<file path="config.mk">
export PLATFORM = sky130hd
export DESIGN_NAME = spsr_bank_flat
export DESIGN_NICKNAME = d
export VERILOG_FILES = /design/src/rtl/spsr_bank_if.sv /design/src/rtl/spsr_bank.sv /design/src/flat_wrapper.sv
export SDC_FILE = /design/constraint.sdc
export NUM_CORES = 1
export LEC_CHECK = 0
export ABC_AREA = 1
export BUFFER_PORTS_ARGS = -buffer_cell sky130_fd_sc_hd__buf_4
export CELL_PAD_IN_SITES_DETAIL_PLACEMENT = 0
export CELL_PAD_IN_SITES_GLOBAL_PLACEMENT = 1
export CORE_ASPECT_RATIO = 0.8
export CORE_MARGIN = 2
export CORE_UTILIZATION = 35
export DETAILED_ROUTE_END_ITERATION = 7
export GPL_ROUTABILITY_DRIVEN = 0
export MAX_ROUTING_LAYER = met4
export PLACE_DENSITY_LB_ADDON = 0.3
export SLEW_MARGIN = 5
export SYNTH_ARGS = -nofsm -noshare
export SYNTH_HDL_FRONTEND = slang
export SYNTH_SLANG_ARGS = --single-unit
</file>
<file path="constraint.sdc">
create_clock -name clk -period 2.3 [get_ports clk]
set_clock_uncertainty 0.05 [all_clocks]
set_input_delay 0.69 -clock clk [delete_from_list [all_inputs] [get_ports clk]]
set_output_delay 0.69 -clock clk [all_outputs]
set_load 0.05 [all_outputs]
</file>
<file path="src/rtl/spsr_bank_if.sv">
// spsr_bank bus: exception-entry save, MSR write, read port and status.
// master drives requests; slave (spsr_bank) returns read data and flags.
interface spsr_bank_if #(
  parameter int DWIDTH = 32
);
  logic              exc_entry;
  logic [2:0]        exc_index;
  logic [DWIDTH-1:0] cpsr_in;
  logic              msr_wr;
  logic [2:0]        msr_index;
  logic [DWIDTH/8-1:0] msr_mask;
  logic [DWIDTH-1:0] msr_data;
  logic              msr_drop;
  logic [2:0]        rd_index;
  logic [DWIDTH-1:0] rd_data;
  logic              rd_valid;
  logic              parity_err;

  modport master (
    output exc_entry, exc_index, cpsr_in,
    output msr_wr, msr_index, msr_mask, msr_data,
    output rd_index,
    input  msr_drop, rd_data, rd_valid, parity_err
  );

  modport slave (
    input  exc_entry, exc_index, cpsr_in,
    input  msr_wr, msr_index, msr_mask, msr_data,
    input  rd_index,
    output msr_drop, rd_data, rd_valid, parity_err
  );
endinterface

</file>
<file path="src/rtl/spsr_bank.sv">
// Banked SPSRs with a 1-entry write buffer and forwarding read port.
// Ports: clk, rst (sync, high), bus (spsr_bank_if.slave). Opt: SPSR_PARITY_EN.
module spsr_bank #(
  parameter int DWIDTH = 32,
  parameter int NBANKS = 5
) (
  input logic      clk,
  input logic      rst,
  spsr_bank_if.slave bus
);
  localparam int MW = DWIDTH / 8;

  typedef logic [DWIDTH-1:0] word_t;
  typedef logic [MW-1:0]     mask_t;

  function automatic logic legal(input logic [2:0] i);
    return 32'(i) < NBANKS;
  endfunction

  function automatic word_t merge(input word_t o, input word_t n,
                                  input mask_t m);
    word_t r;
    r = o;
    for (int b = 0; b < MW; b++)
      if (m[b]) r[b*8 +: 8] = n[b*8 +: 8];
    return r;
  endfunction

  word_t bank [NBANKS];

  logic       wb_valid;
  logic [2:0] wb_index;
  word_t      wb_data;
  mask_t      wb_mask;

  word_t rd_data_q;
  logic  rd_valid_q;
  logic  drop_q;
  logic  perr_q;

  logic       exc_ok, msr_ok, acc;
  logic [2:0] acc_idx;
  word_t      acc_data;
  mask_t      acc_mask;

  logic  rd_ok, hit_wb, hit_acc;
  word_t bank_rd, fwd;

  always_comb begin
    exc_ok   = bus.exc_entry && legal(bus.exc_index);
    msr_ok   = bus.msr_wr && legal(bus.msr_index);
    acc      = exc_ok || msr_ok;
    acc_idx  = exc_ok ? bus.exc_index : bus.msr_index;
    acc_data = exc_ok ? bus.cpsr_in : bus.msr_data;
    acc_mask = exc_ok ? '1 : bus.msr_mask;
  end

  // Read view layers bank, then pending buffer, then this cycle's accept.
  always_comb begin
    bank_rd = '0;
    for (int i = 0; i < NBANKS; i++)
      if (bus.rd_index == 3'(i)) bank_rd = bank[i];
    rd_ok   = legal(bus.rd_index);
    hit_wb  = wb_valid && (wb_index == bus.rd_index);
    hit_acc = acc && (acc_idx == bus.rd_index);
    fwd     = bank_rd;
    if (hit_wb)  fwd = merge(fwd, wb_data, wb_mask);
    if (hit_acc) fwd = merge(fwd, acc_data, acc_mask);
  end

`ifdef SPSR_PARITY_EN
  logic par [NBANKS];
  logic par_rd;

  always_comb begin
    par_rd = 1'b0;
    for (int i = 0; i < NBANKS; i++)
      if (bus.rd_index == 3'(i)) par_rd = par[i];
  end

  always_ff @(posedge clk) begin
    if (rst) begin
      for (int i = 0; i < NBANKS; i++) par[i] <= 1'b0;
      perr_q <= 1'b0;
    end else begin
      for (int i = 0; i < NBANKS; i++)
        if (wb_valid && wb_index == 3'(i))
          par[i] <= ^merge(bank[i], wb_data, wb_mask);
      // Forwarded reads bypass the stored word, so never flag them.
      perr_q <= rd_ok && !hit_wb && !hit_acc &&
                ((^bank_rd) != par_rd);
    end
  end
`else
  always_ff @(posedge clk) begin
    perr_q <= 1'b0;
  end
`endif

  always_ff @(posedge clk) begin
    if (rst) begin
      for (int i = 0; i < NBANKS; i++) bank[i] <= '0;
      wb_valid   <= 1'b0;
      wb_index   <= '0;
      wb_data    <= '0;
      wb_mask    <= '0;
      rd_data_q  <= '0;
      rd_valid_q <= 1'b0;
      drop_q     <= 1'b0;
    end else begin
      // Commit uses the old buffer; a same-edge accept reloads it.
      for (int i = 0; i < NBANKS; i++)
        if (wb_valid && wb_index == 3'(i))
          bank[i] <= merge(bank[i], wb_data, wb_mask);
      wb_valid <= acc;
      if (acc) begin
        wb_index <= acc_idx;
        wb_data  <= acc_data;
        wb_mask  <= acc_mask;
      end
      rd_valid_q <= rd_ok;
      rd_data_q  <= rd_ok ? fwd : '0;
      drop_q     <= exc_ok && msr_ok;
    end
  end

  assign bus.rd_data    = rd_data_q;
  assign bus.rd_valid   = rd_valid_q;
  assign bus.msr_drop   = drop_q;
  assign bus.parity_err = perr_q;
endmodule

</file>
<file path="src/flat_wrapper.sv">
// flat-port wrapper written by rule: the top's interface ports become plain ports
module spsr_bank_flat 
#(
  parameter int DWIDTH = 32,
  parameter int NBANKS = 5
)
  (clk, rst, bus_exc_entry, bus_exc_index, bus_cpsr_in, bus_msr_wr, bus_msr_index, bus_msr_mask, bus_msr_data, bus_rd_index, bus_msr_drop, bus_rd_data, bus_rd_valid, bus_parity_err);
  spsr_bank_if #(.DWIDTH(DWIDTH)) bus_i ();
  input logic clk;
  input logic rst;
  input wire logic [$bits(bus_i.exc_entry)-1:0] bus_exc_entry;
  input wire logic [$bits(bus_i.exc_index)-1:0] bus_exc_index;
  input wire logic [$bits(bus_i.cpsr_in)-1:0] bus_cpsr_in;
  input wire logic [$bits(bus_i.msr_wr)-1:0] bus_msr_wr;
  input wire logic [$bits(bus_i.msr_index)-1:0] bus_msr_index;
  input wire logic [$bits(bus_i.msr_mask)-1:0] bus_msr_mask;
  input wire logic [$bits(bus_i.msr_data)-1:0] bus_msr_data;
  input wire logic [$bits(bus_i.rd_index)-1:0] bus_rd_index;
  output wire logic [$bits(bus_i.msr_drop)-1:0] bus_msr_drop;
  output wire logic [$bits(bus_i.rd_data)-1:0] bus_rd_data;
  output wire logic [$bits(bus_i.rd_valid)-1:0] bus_rd_valid;
  output wire logic [$bits(bus_i.parity_err)-1:0] bus_parity_err;
  assign bus_i.exc_entry = bus_exc_entry;
  assign bus_i.exc_index = bus_exc_index;
  assign bus_i.cpsr_in = bus_cpsr_in;
  assign bus_i.msr_wr = bus_msr_wr;
  assign bus_i.msr_index = bus_msr_index;
  assign bus_i.msr_mask = bus_msr_mask;
  assign bus_i.msr_data = bus_msr_data;
  assign bus_i.rd_index = bus_rd_index;
  assign bus_msr_drop = bus_i.msr_drop;
  assign bus_rd_data = bus_i.rd_data;
  assign bus_rd_valid = bus_i.rd_valid;
  assign bus_parity_err = bus_i.parity_err;
  spsr_bank #(.DWIDTH(DWIDTH), .NBANKS(NBANKS)) u_core (.clk(clk), .rst(rst), .bus(bus_i));
endmodule
</file>
==> metrics.md <==
| Metric | Value |
|---|---|
| Fin crit share | `0.922` |
| Min-Delay Path Class | `in2reg` |
| Initial drt markers | `344` |
| Initial Util | `0.357` |
| CTS buffer count | `25` |
| Post-synth ARST share | `0` |
| Final WL | `26200 µm` |
| Most frequent cells after synthesis | `245 x nand2_1, 161 x nor2_1, 160 x edfxtp_1` |
| Pwr Total | `10600 µW` |
| Synth Area in Simple Gates | `0.222` |
| Placed inst area | `0.0120 mm²` |
| Setup ws final | `179 ps` |
| Detailed-route via count | `7705` |
| Core Area | `0.0283 mm²` |
| Part of the Yosys area used for sequential elements | `0.623` |
| # rows | `55` |
| CTS Root Cell | `clkbuf_16` |
| H-tree depth | `1` |
| Post-DP HPWL | `17500 µm` |
| CP Capture Type | `register` |
| Largest family of logic cells by synthesized area | `simple AND/OR/NAND/NOR gates` |
| Initial antenna violation count | `0` |
| CP top delay family | `buffers and inverters` |
| Vias/cell | `~4.6` |
| Net Count, Synth | `1195` |
| Hold_buf cts | `0` |
| Setup TNS | `0 ps` |
| Largest net degree at the start of global routing | `79` |
| Crit-path max FO | `18` |
| Yosys top cell area share | `0.476` |
| Setup violators final | `0` |
| Vias in the first global route | `about 7300` |
| DR DRC count | `0` |
| Leakage | `0.00563 µW` |
| ANT cells | `0` |
| GRT overflow | `0` |
| Yosys warnings | `0` |
| First-pass GRT wire length | `between 40000 and 50000 µm` |
| WL/cell | `around 16 µm` |
| Worst setup SP type | `register` |
| Final hold viol count | `0` |
| Synth area leaders | `edfxtp_1 48%, dfxtp_1 15%, nand2_1 9.1%` |
| Fin crit period | `2120 ps` |
| Max-slew violations | `0` |
| RSZ-0062 raised after global routing | `no` |
| PortBufs | `114` |
| Layout cells sized above 1 | `0.197` |
| TritonCTS clock tree | `done` |
| Width of the chip | `194 µm` |
| Die area | `0.0302 mm²` |
| Count leader, synth | `nand2_1` |
| Max frequency | `472 MHz` |
| Yosys top cell by area | `edfxtp_1` |
| Primary FF master, synth | `edfxtp_1` |
| Status | `finished clean` |
| Worst-case clock buffer depth | `3` |
| CTS resizes | `0` |
| Post-Syn Area per Cell | `9.06 µm²` |
| Place WS | `-216 ps` |
| Worst Path Class, Setup | `reg2reg` |
| Design Area, Final | `roughly 0.013 mm²` |
| Clock latency on the worst-skew pair | `510 ps` |
| IR drop worst, VDD | `0.536 mV` |
| Post-Synthesis Cells | `1114` |
| Max-cap violations | `0` |
| Layout net count | `approximately 1400` |
| EDFF count, synth | `160` |
| CP most frequent cell | `nor2_1` |
| Post-synthesis mux area share | `0` |
| Power Density | `822 mW/mm²` |
| Post-Synth Adder-Cell Area | `0` |
| Worst EP required | `2480 ps` |
| Clk sink count | `234` |
| Post-synthesis sequential element count | `234` |
| Worst path max stage delay | `470 ps` |
| Mapped Area | `about 0.01 mm²` |
| GRT Total Usage | `0.178` |
| Postcts setup bufs | `0` |
| Final hold slack | `around 400 ps` |
| Synth Area in Compound Gates | `0.0783` |
| Worst-path cell with the longest stage delay | `dfxtp_1` |
| Worst Path Arrival | `around 2300 ps` |
| Crit path cell chain | `nor2_1 > o211ai_1 > buf_4 > nor2_1 > nor2_1 > buf_4` |
| Detailed Routing Iterations Pass 1 | `4` |
| Routed Antenna Nets | `0` |
| XOR/XNOR Fraction of Synth Area | `0` |
| Die Height | `156 µm` |
| Worst-path clk slew | `60 ps` |
| Layout area overhead | `27.7%` |
| Num ports | `between 100 and 150` |
| Sum of buffers and inverters on the critical path | `2` |
| Count of cell types in the netlist | `28` |
-- path summary, 6_finish.rpt --
check | startpoint | to | slack, ps | cells past startpoint
worst min-delay path | rst | u_core.wb_valid$_SDFF_PP0_ | 400 | 2
worst max register to register | u_core.wb_index[0]$_SDFFE_PP0N_ | u_core.bank[0][115]$_SDFFCE_PP0P_ | 180 | 6
worst min register to register | u_core.wb_data[18]$_SDFFE_PP0N_ | u_core.wb_data[18]$_SDFFE_PP0N_ | 510 | 2
worst max-delay path | u_core.wb_index[0]$_SDFFE_PP0N_ | u_core.bank[0][115]$_SDFFCE_PP0P_ | 180 | 6
-- registers in the layout, summed over array words and instances (netlist names) --
register             cells
u_core.wb_data          32
u_core.wb_mask           4
u_core.wb_index          3
u_core.bank            160
u_core.bus.rd_valid      1
u_core.bus.rd_data      32
u_core.wb_valid          1
u_core.bus.msr_drop      1
-- per-layer routing --
layer | share of wire | global-route usage | up-vias
li1 | - | - | 4009
met1 | 0.49 | 0.250 | 3469
met2 | 0.44 | 0.276 | 195
met3 | 0.049 | 0.0255 | 32
met4 | 0.017 | 0.0368 | 0
met5 | 0 | - | -
-- logic make-up (layout without fill, tap and decap cells) --
logic type / after synthesis / after routing
AO/OA/AOI/OAI: 153 / 153
buffers and inverters: 199 / 390
other: 1 / 1
flip-flops: 234 / 234
AND/OR/NAND/NOR: 527 / 527
-- cells in the final DEF, fill, tap and decap left out, drive strengths merged --
| cell type | n |
|---|---|
| buf | 199 |
| edfxtp | 160 |
| clkbuf | 32 |
| nor3 | 3 |
| nand2 | 246 |
| a31o | 1 |
| inv | 146 |
| o211ai | 1 |
| a21oi | 37 |
| nand4 | 32 |
| dfxtp | 74 |
| bufinv | 6 |
| nand3b | 2 |
| nand3 | 81 |
| conb | 1 |
| a31oi | 8 |
| nor2 | 163 |
| o21ai | 106 |
| clkinv | 7 |
-- final cells by class --
| type | count | area, µm² |
|---|---|---|
| Timing Repair Buffer | 199 | 1670 |
| Clock buffer | 32 | 652 |
| Sequential cell | 234 | 6290 |
| Clock inverter | 13 | 216 |
| Fill cell | 2713 | 15400 |
| Multi-Input combinational cell | 681 | 3050 |
| Inverter | 146 | 548 |
| Tap cell | 370 | 463 |
-- worst register-to-register path: stages, from the launching register on --
cell and delay (ps):
dfxtp_1 470, nor2_1 130, o211ai_1 340, buf_4 340, nor2_1 140, nor2_1 180
buf_4 190
-- stage by stage --
stage / util / std cells
after global routing: 0.456 / 1675
after detailed placement: 0.425 / 1630
after CTS: 0.456 / 1675
final: 0.456 / 1675
after floorplan: - / 1114
after global placement: 0.425 / 1630
-- where the power goes --
part           internal (µW)  switching (µW)
Clock                   2670            1610
Combinational            507             861
Sequential              4830             115
Total                   8010            2580
No activity file was read; power rests on OpenSTA's default activity.
